## src/rtl/inst_fetch_bridge_mo_if.sv

```systemverilog
// Fetch-side valid/ready and sram_like instruction-bus signals of the fetch bridge.
// slave = bridge view, master = CPU front end plus instruction bus view.
interface inst_fetch_bridge_mo_if #(
   parameter int unsigned ADDR_W = 32,
   parameter int unsigned DATA_W = 32
);
   logic              flush;
   logic              fetch_req;
   logic [ADDR_W-1:0] fetch_addr;
   logic              fetch_addr_rdy;
   logic              fetch_data_vld;
   logic [DATA_W-1:0] fetch_data;
   logic              fetch_data_rdy;
   logic              fetch_busy;
   logic              inst_req;
   logic              inst_wr;
   logic [1:0]        inst_size;
   logic [31:0]       inst_addr;
   logic [31:0]       inst_wdata;
   logic [31:0]       inst_rdata;
   logic              inst_addr_ok;
   logic              inst_data_ok;

   modport slave (
      input  flush, fetch_req, fetch_addr, fetch_data_rdy, inst_rdata, inst_addr_ok, inst_data_ok,
      output fetch_addr_rdy, fetch_data_vld, fetch_data, fetch_busy,
      output inst_req, inst_wr, inst_size, inst_addr, inst_wdata
   );

   modport master (
      output flush, fetch_req, fetch_addr, fetch_data_rdy, inst_rdata, inst_addr_ok, inst_data_ok,
      input  fetch_addr_rdy, fetch_data_vld, fetch_data, fetch_busy,
      input  inst_req, inst_wr, inst_size, inst_addr, inst_wdata
   );
endinterface

```

## src/rtl/inst_fetch_bridge_mo.sv

```systemverilog
// Instruction-fetch bridge: up to DEPTH sram_like fetches in flight, response FIFO, flush discard.
// Define IFB_BYPASS_EN to forward a data_ok word straight to fetch_data when the FIFO is empty.
module inst_fetch_bridge_mo #(
   parameter int unsigned ADDR_W = 32,
   parameter int unsigned DATA_W = 32,
   parameter int unsigned DEPTH  = 4
) (
   input logic                   clk,
   input logic                   rst,
   inst_fetch_bridge_mo_if.slave bus
);
   localparam int unsigned PW = $clog2(DEPTH);
   localparam int unsigned CW = PW + 1;
   localparam logic [CW:0] DepthW = (CW+1)'(DEPTH);

   typedef enum logic [0:0] {StIdle, StReq} state_e;

   state_e            r_state;
   logic [31:0]       r_addr;
   logic              r_stale;
   logic [CW-1:0]     r_inflight;
   logic [CW-1:0]     r_disc;
   logic [CW-1:0]     r_fcnt;
   logic [PW-1:0]     r_wptr;
   logic [PW-1:0]     r_rptr;
   logic [DATA_W-1:0] r_mem [DEPTH];

   logic              w_acc;
   logic              w_dok;
   logic              w_take;
   logic              w_push;
   logic              w_pop;
   logic              w_byp;
   logic              w_credit_idle;
   logic              w_credit_req;
   logic [CW:0]       w_occ;
   logic [CW-1:0]     w_inflight_n;
   logic [DATA_W-1:0] w_rword;

   assign w_rword       = bus.inst_rdata[DATA_W-1:0];
   assign w_occ         = {1'b0, r_inflight} + {1'b0, r_fcnt};
   assign w_credit_idle = w_occ < DepthW;
   // The request being accepted this cycle already holds one credit.
   assign w_credit_req  = (w_occ + (CW+1)'(1)) < DepthW;
   assign w_acc         = (r_state == StReq) && bus.inst_addr_ok;
   assign w_dok         = bus.inst_data_ok && (r_inflight != '0);

   assign bus.fetch_addr_rdy = !rst && !bus.flush &&
                               (((r_state == StIdle) && w_credit_idle) || (w_acc && w_credit_req));
   assign w_take = bus.fetch_req && bus.fetch_addr_rdy;

`ifdef IFB_BYPASS_EN
   assign w_byp = w_dok && (r_disc == '0) && (r_fcnt == '0) && !bus.flush && bus.fetch_data_rdy;
`else
   assign w_byp = 1'b0;
`endif

   assign w_push       = w_dok && (r_disc == '0) && !bus.flush && !w_byp;
   assign w_pop        = (r_fcnt != '0) && bus.fetch_data_rdy && !bus.flush;
   assign w_inflight_n = r_inflight + CW'(w_acc) - CW'(w_dok);

   assign bus.inst_req   = (r_state == StReq);
   assign bus.inst_addr  = r_addr;
   assign bus.inst_wr    = 1'b0;
   assign bus.inst_size  = 2'b10;
   assign bus.inst_wdata = '0;
   assign bus.fetch_busy = (r_state == StReq) || (r_inflight != '0) || (r_disc != '0) ||
                           (r_fcnt != '0);

`ifdef IFB_BYPASS_EN
   assign bus.fetch_data_vld = (r_fcnt != '0) || w_byp;
   assign bus.fetch_data     = (r_fcnt != '0) ? r_mem[r_rptr] : (w_byp ? w_rword : '0);
`else
   assign bus.fetch_data_vld = (r_fcnt != '0);
   assign bus.fetch_data     = (r_fcnt != '0) ? r_mem[r_rptr] : '0;
`endif

   always_ff @(posedge clk) begin
      if (w_push) r_mem[r_wptr] <= w_rword;
   end

   always_ff @(posedge clk or posedge rst) begin
      if (rst) begin
         r_state    <= StIdle;
         r_addr     <= '0;
         r_stale    <= 1'b0;
         r_inflight <= '0;
         r_disc     <= '0;
         r_fcnt     <= '0;
         r_wptr     <= '0;
         r_rptr     <= '0;
      end else begin
         r_inflight <= w_inflight_n;
         // On flush every response still owed, including one accepted now, becomes stale.
         if (bus.flush) begin
            r_disc <= w_inflight_n;
         end else begin
            r_disc <= r_disc - CW'(w_dok && (r_disc != '0)) + CW'(w_acc && r_stale);
         end

         if (bus.flush) begin
            r_fcnt <= '0;
            r_wptr <= '0;
            r_rptr <= '0;
         end else begin
            if (w_push) r_wptr <= r_wptr + PW'(1);
            if (w_pop)  r_rptr <= r_rptr + PW'(1);
            r_fcnt <= r_fcnt + CW'(w_push) - CW'(w_pop);
         end

         case (r_state)
            StIdle: begin
               if (w_take) begin
                  r_addr  <= 32'(bus.fetch_addr);
                  r_stale <= 1'b0;
                  r_state <= StReq;
               end
            end
            StReq: begin
               if (w_acc) begin
                  if (w_take) begin
                     r_addr  <= 32'(bus.fetch_addr);
                     r_stale <= 1'b0;
                  end else begin
                     r_state <= StIdle;
                  end
               end else if (bus.flush) begin
                  r_stale <= 1'b1;
               end
            end
            default: r_state <= StIdle;
         endcase
      end
   end
endmodule
```

## src/flat_wrapper.sv

```systemverilog
// flat-port wrapper written by rule: the top's interface ports become plain ports
module inst_fetch_bridge_mo_flat 
#(
   parameter int unsigned ADDR_W = 32,
   parameter int unsigned DATA_W = 32,
   parameter int unsigned DEPTH  = 4
)
  (clk, rst, bus_flush, bus_fetch_req, bus_fetch_addr, bus_fetch_data_rdy, bus_inst_rdata, bus_inst_addr_ok, bus_inst_data_ok, bus_fetch_addr_rdy, bus_fetch_data_vld, bus_fetch_data, bus_fetch_busy, bus_inst_req, bus_inst_wr, bus_inst_size, bus_inst_addr, bus_inst_wdata);
  inst_fetch_bridge_mo_if #(.ADDR_W(ADDR_W), .DATA_W(DATA_W)) bus_i ();
  input logic clk;
  input logic rst;
  input wire logic [$bits(bus_i.flush)-1:0] bus_flush;
  input wire logic [$bits(bus_i.fetch_req)-1:0] bus_fetch_req;
  input wire logic [$bits(bus_i.fetch_addr)-1:0] bus_fetch_addr;
  input wire logic [$bits(bus_i.fetch_data_rdy)-1:0] bus_fetch_data_rdy;
  input wire logic [$bits(bus_i.inst_rdata)-1:0] bus_inst_rdata;
  input wire logic [$bits(bus_i.inst_addr_ok)-1:0] bus_inst_addr_ok;
  input wire logic [$bits(bus_i.inst_data_ok)-1:0] bus_inst_data_ok;
  output wire logic [$bits(bus_i.fetch_addr_rdy)-1:0] bus_fetch_addr_rdy;
  output wire logic [$bits(bus_i.fetch_data_vld)-1:0] bus_fetch_data_vld;
  output wire logic [$bits(bus_i.fetch_data)-1:0] bus_fetch_data;
  output wire logic [$bits(bus_i.fetch_busy)-1:0] bus_fetch_busy;
  output wire logic [$bits(bus_i.inst_req)-1:0] bus_inst_req;
  output wire logic [$bits(bus_i.inst_wr)-1:0] bus_inst_wr;
  output wire logic [$bits(bus_i.inst_size)-1:0] bus_inst_size;
  output wire logic [$bits(bus_i.inst_addr)-1:0] bus_inst_addr;
  output wire logic [$bits(bus_i.inst_wdata)-1:0] bus_inst_wdata;
  assign bus_i.flush = bus_flush;
  assign bus_i.fetch_req = bus_fetch_req;
  assign bus_i.fetch_addr = bus_fetch_addr;
  assign bus_i.fetch_data_rdy = bus_fetch_data_rdy;
  assign bus_i.inst_rdata = bus_inst_rdata;
  assign bus_i.inst_addr_ok = bus_inst_addr_ok;
  assign bus_i.inst_data_ok = bus_inst_data_ok;
  assign bus_fetch_addr_rdy = bus_i.fetch_addr_rdy;
  assign bus_fetch_data_vld = bus_i.fetch_data_vld;
  assign bus_fetch_data = bus_i.fetch_data;
  assign bus_fetch_busy = bus_i.fetch_busy;
  assign bus_inst_req = bus_i.inst_req;
  assign bus_inst_wr = bus_i.inst_wr;
  assign bus_inst_size = bus_i.inst_size;
  assign bus_inst_addr = bus_i.inst_addr;
  assign bus_inst_wdata = bus_i.inst_wdata;
  inst_fetch_bridge_mo #(.ADDR_W(ADDR_W), .DATA_W(DATA_W), .DEPTH(DEPTH)) u_core (.clk(clk), .rst(rst), .bus(bus_i));
endmodule
```

## config.mk

```make
export PLATFORM = sky130hd
export DESIGN_NAME = inst_fetch_bridge_mo_flat
export DESIGN_NICKNAME = d
export VERILOG_FILES = /design/src/rtl/inst_fetch_bridge_mo_if.sv /design/src/rtl/inst_fetch_bridge_mo.sv /design/src/flat_wrapper.sv
export SDC_FILE = /design/constraint.sdc
export NUM_CORES = 1
export LEC_CHECK = 0
export BUFFER_PORTS_ARGS = -buffer_cell sky130_fd_sc_hd__clkbuf_2
export CORE_ASPECT_RATIO = 0.5
export CORE_MARGIN = 4
export CORE_UTILIZATION = 58
export CTS_CLUSTER_SIZE = 25
export DETAILED_ROUTE_END_ITERATION = 16
export PLACE_DENSITY_LB_ADDON = 0.12
export SLEW_MARGIN = 20
export SYNTH_ARGS = -nofsm -noshare
export SYNTH_HDL_FRONTEND = slang
export SYNTH_SLANG_ARGS = --single-unit
```

## constraint.sdc

```tcl
create_clock -name clk -period 7.9 [get_ports clk]
set_input_delay 1.58 -clock clk [delete_from_list [all_inputs] [get_ports clk]]
set_output_delay 1.58 -clock clk [all_outputs]
set_load 0.02 [all_outputs]
```

# ---- Word-level counts from Yosys, hierarchy flattened
# Memory sizes are Yosys's and may differ from the RTL's.
# Cells that the tools add are included.
dict set report classes {
  n_lt_le_gt_ge 2
  reduce_logical 25
  n_addsub 10
  eq_ne 2
  mux 19
  bitwise 1
}
# cell n
set op_table {}
lappend op_table {{32-bit two-way mux} 3}
lappend op_table {{32-bit case mux with 2 select lines} 1}
lappend op_table {{1-bit logical AND} 13}
lappend op_table {{3-bit by 1-bit adder with 3-bit output} 3}
lappend op_table {{3-bit nonzero test} 3}
lappend op_table {{3-bit by 1-bit subtractor with 3-bit output} 3}
lappend op_table {{4-bit by 3-bit < comparator with 1-bit output (second input constant)} 2}
lappend op_table {{2-bit two-way mux} 4}
lappend op_table {{1-bit two-way mux} 7}
lappend op_table {{3-bit two-way mux} 2}
lappend op_table {{2-bit by 1-bit adder with 2-bit output (second input constant)} 2}
lappend op_table {{3-bit by 3-bit adder with 4-bit output} 1}
lappend op_table {{4-bit by 1-bit adder with 4-bit output (second input constant)} 1}
lappend op_table {{1-bit logical OR} 4}
lappend op_table {{1-bit case mux with 2 select lines} 2}
lappend op_table {{2-bit nonzero test} 2}
lappend op_table {{3-bit zero test} 1}
lappend op_table {{3-bit inequality test (second input constant)} 1}
lappend op_table {{1-bit zero test} 2}
lappend op_table {{2-bit inequality test (second input constant)} 1}
lappend op_table {{1-bit NOT} 1}
dict set report word_totals {
  out_inout_bits 103
  elab_cells 68
  ram_bits 128
  n_memories 1
  regBits 47
}
# memory depth word_bits read_ports rd_clocked_by_memory_dff wr line
set mem_list {}
lappend mem_list {u_core.r_mem 4 32 1 0 1 inst_fetch_bridge_mo.sv:26} ;# logic [DATA_W-1:0] r_mem [DEPTH];

# ---- Logic depth before layout (Yosys ltp)
dict set report logic_depth {
  ltp_word 10
  mapped_depth 11
}

# ---- Worst setup path after synthesis
# Ideal clock, no wire load.
dict set report synth_timing {
  kind {input -> output}
  startpoint {input port bus_flush}
  endpoint {output port bus_fetch_addr_rdy}
  setup_slack_ps 3839
  cell_stages 3
  arrival_ps 2481
  t_required_ps 6320
  cell_sequence {clkbuf_1 > clkbuf_1 > nor3_1}
}
dict set report synth_between {
  elab_chain_len 3
}
# element line
set synth_rtl {}
lappend synth_rtl {{start: declaration} flat_wrapper.sv:12} ;# input wire logic [$bits(bus_i.flush)-1:0] bus_flush;
lappend synth_rtl {{1-bit zero test} inst_fetch_bridge_mo.sv:48} ;# assign bus.fetch_addr_rdy = !rst && !bus.flush &&
lappend synth_rtl {{1-bit logical AND (2 in a row)} inst_fetch_bridge_mo.sv:48}
lappend synth_rtl {{end: declaration} flat_wrapper.sv:19} ;# output wire logic [$bits(bus_i.fetch_addr_rdy)-1:0] bus_fetch_addr_rdy;
# Every way passes these cells.

# ---- Final worst setup path
dict set report layout_timing {
  startpoint {input port bus_inst_addr_ok}
  endpoint {output port bus_fetch_addr_rdy}
}
dict set report layout_between {
  elab_chain_len 4
}
# element line
set layout_rtl {}
lappend layout_rtl {{start: declaration} flat_wrapper.sv:17} ;# input wire logic [$bits(bus_i.inst_addr_ok)-1:0] bus_inst_addr_ok;
lappend layout_rtl {{1-bit logical AND} inst_fetch_bridge_mo.sv:45} ;# assign w_acc = (r_state == StReq) && bus.inst_addr_ok;
lappend layout_rtl {{1-bit logical AND} inst_fetch_bridge_mo.sv:49} ;# (((r_state == StIdle) && w_credit_idle) || (w_acc && w_credit_req));
lappend layout_rtl {{1-bit logical OR} inst_fetch_bridge_mo.sv:49}
lappend layout_rtl {{1-bit logical AND} inst_fetch_bridge_mo.sv:48}
# Every way passes these cells.

==> out/metrics.yaml <==
worstHoldPathCells: 1
finClkSkew_ps: 24.0
drt_wl_total_um: 13100
yosys.area.top_type: "edfxtp_1"
first_iter_violations: 177
peakVddDrop_mv: 0.230
grt_pass1_wl_um: 20800
comb_power_share: 0.341
top_layer_used: "met4"
worst_slew_pin_slew_ps: 876
max_slew_margin: 0.416
r2r_slack_ps: 5010
drive_gt1_frac: 0.429
cap_violations: 0
netSwitchingFraction: 0.343
antenna_cells: 0
avgSynthCellArea_um2: 17.8
antenna_found_initial: 0
postCtsResizedCells: 0
die_h_um: 88.3
dieArea_um2: 14900
dp_hpwl_um: 8450
fin_tns_setup_ps: 0
placed_cell_area_um2: 8180
num_io_pins: 174
hold_class: "flip-flop to flip-flop"
start_util: 0.613
setup_viol: 0
critical_path.top_delay_family: "buffers and inverters"
cts_tree: "yes"
ant_nets: 0
finalHoldViolCount: 0
synth-edff-count: 128
drcViolationCount: 0
min_period_ps: 4000
worst_skew_pair.late_latency_ps: 430
grt_max_degree: 48
multi_input_area_um2: 2140
cts_hold_buf: 0
synth_flop_cell: "edfxtp_1"
place_congestion: 0.745
yosysSeqAreaShare: 0.672
die_x_um: 169
fillers: 809
m1WireLength_um: 5740
p_per_area_nw_per_um2: 348
status: "completed"
seqCellArea_um2: 5020
synth_most_common_cell: "edfxtp_1"
switchingPower_mw: 1.05
route.met3.wl_um: 1160
area_growth_pct: 17.2
synthesis.area_um2: 7470
cts.sinks: 175
critPathLaunchType: "primary input"
clockPowerShare: 0.264
worstHoldStart: "u_core.bus.inst_addr[19]"
arrival_ps: 2420
crit_buf_inv: 3
wl_met2_um: 6180
cts_buffer_depth: 2
ctsRootBufferMaster: "clkbuf_16"
cp.required_ps: 6320
rsz0062_at_grt: "no"
slew_violations: 0
wl_per_cell_um: 17.8
grtUsageTotal: 0.186
seq_power_share: 0.396
cpMostUsedCell: "clkbuf_2"
stdcell_area_um2: 8760
core_um2: 12200
dr.pass1.iters: 5
end_kind: "primary output"
cts_buffers: 17
p_int_mw: 2.00
row_count: 28
grt_pass1_vias: 4075
crit_chain: "clkbuf_2 > inv_1 > o21ai_0 > a31oi_1 > nor3_1 > clkbuf_2"
crit_path_max_fanout: 3
finalCritPeriodShare: 0.506
gr-total-overflow: 0
ys.warnings.count: 0
avgViaCountPerCell: 5.12
power_leakage_nw: 3.56
reg2reg_depth: 8
netlist_instances: 420
crit_slowest_cell: "o21ai_0"
fmax_mhz: 250
netlist_top_cells_count: "128 x edfxtp_1, 47 x dfrtp_1, 37 x and2_1"
yosysTopAreaCellShare: 0.514
timing.critical_path.from: "bus_inst_addr_ok"
ys_seq_elements: 175
final_nets: 649
synth_area_leaders: "edfxtp_1 51%, dfrtp_1 16%, mux4_2 9.6%"
async_flop_share: 0.269
worstHoldEndpoint: "u_core.bus.inst_addr[19]"
ys_types: 35
port_buffers: 138
critical_path.max_stage_delay_ps: 230
cts_setup_buffers: 0
r2r_start: "u_core.r_inflight[0]"
via_count: 3786
clkTransAtPathRegs_ps: 70
cts_max_level: 4
reg2reg_to: "u_core.bus.inst_addr[18]"
path_class: "primary input to primary output"
==> how the worst max path moves through the flow <==
| stage | to | slack (ps) | cells after the start |
|---|---|---|---|
| finish | bus_fetch_addr_rdy | 3900 | 6 |
| global route | bus_fetch_addr_rdy | 3770 | 8 |
| CTS | bus_fetch_addr_rdy | 3900 | 6 |
| detailed placement | bus_fetch_addr_rdy | 3910 | 6 |
| global placement | bus_fetch_addr_rdy | 3920 | 6 |
| floorplan | bus_fetch_addr_rdy | 3840 | 3 |
==> kinds of logic (layout without fill, tap and decap cells) <==
group           count (synthesis)  after routing  share of synthesized area
flops                         175            175                      0.672
buf+inv                        73            194                     0.0590
mux                            67             67                      0.163
simple gates                   65             65                     0.0506
fa+ha+maj                      17             17                     0.0325
compound gates                 11             11                     0.0104
xor+xnor                       10             10                     0.0117
other cells                     2             35                    0.00101
==> stage by stage <==
stage / setup WS, ps / std cells / power (mW) / util / hold WS, ps
2_1_floorplan: 3840 / 453 / 1.98 / - / 504
3_3_place_gp: 3920 / 706 / 2.26 / 0.669 / 492
3_5_place_dp: 3910 / 707 / 2.28 / 0.671 / 494
4_1_cts: 3900 / 739 / 3.08 / 0.718 / 519
5_1_grt: 3770 / 739 / 3.22 / 0.718 / 528
6_report: 3900 / 739 / 3.05 / 0.718 / 517
==> flip-flops by register name, summed over array words and instances (netlist names) <==
| name | flops |
|---|---|
| u_core.r_mem | 128 |
| u_core.bus.inst_addr | 32 |
| u_core.r_disc | 3 |
| u_core.r_fcnt | 3 |
| u_core.r_inflight | 3 |
| u_core.r_rptr | 2 |
| u_core.r_wptr | 2 |
| u_core.bus.inst_req | 1 |
| u_core.r_stale | 1 |
==> area by class of cell <==
cell class	instances	share of cell area
Sequential cell	175	0.573
Inverter	20	0.00872
Timing Repair Buffer	142	0.0846
Clock inverter	15	0.0166
Multi-Input combinational cell	205	0.244
Tap cell	165	0.0236
Clock buffer	17	0.0486
==> placed cells by master (no fill, tap or decap), types with 2 or more instances in the layout <==
master	instances
nor2_1	8
ha_1	13
a21o_1	3
clkbuf_2	138
inv_1	19
dfrtp_1	46
clkinvlp_4	4
mux2_4	28
conb_1	35
xnor2_1	7
fa_1	4
and2_2	4
and2_1	33
clkbuf_16	17
clkinv_2	2
buf_4	3
nor2b_1	4
xor2_1	3
o21ai_0	3
nand2b_1	2
inv_6	3
inv_8	6
edfxtp_1	128
mux2i_1	2
nand2_1	2
nand3_1	3
mux4_2	32
and3_1	2
nor3_1	3
mux2_2	5
==> worst register-to-register path, cell delays in order, from the launching register on <==
cell and delay [ps]:
dfrtp_1 410, ha_1 220, inv_1 80, fa_1 420, nor2b_1 190, o2111a_1 240
a32o_2 640, buf_16 250, mux2_2 340
==> metal layers <==
layer | vias to the layer above | global-route usage
met4 | 0 | 0.0648
met3 | 4 | 0.0701
met1 | 1869 | 0.240
met2 | 153 | 0.298
li1 | 1760 | -
met5 | - | 0
==> power by group through the flow <==
stage	clock network (mW)	logic [mW]	registers, mW
2_1_floorplan	0	0.669	1.31
6_report	0.803	1.04	1.21
3_3_place_gp	0	1.03	1.23
4_1_cts	0.818	1.06	1.21
3_5_place_dp	0	1.06	1.22
5_1_grt	0.866	1.13	1.23
Power figures use the tool's default switching activity.
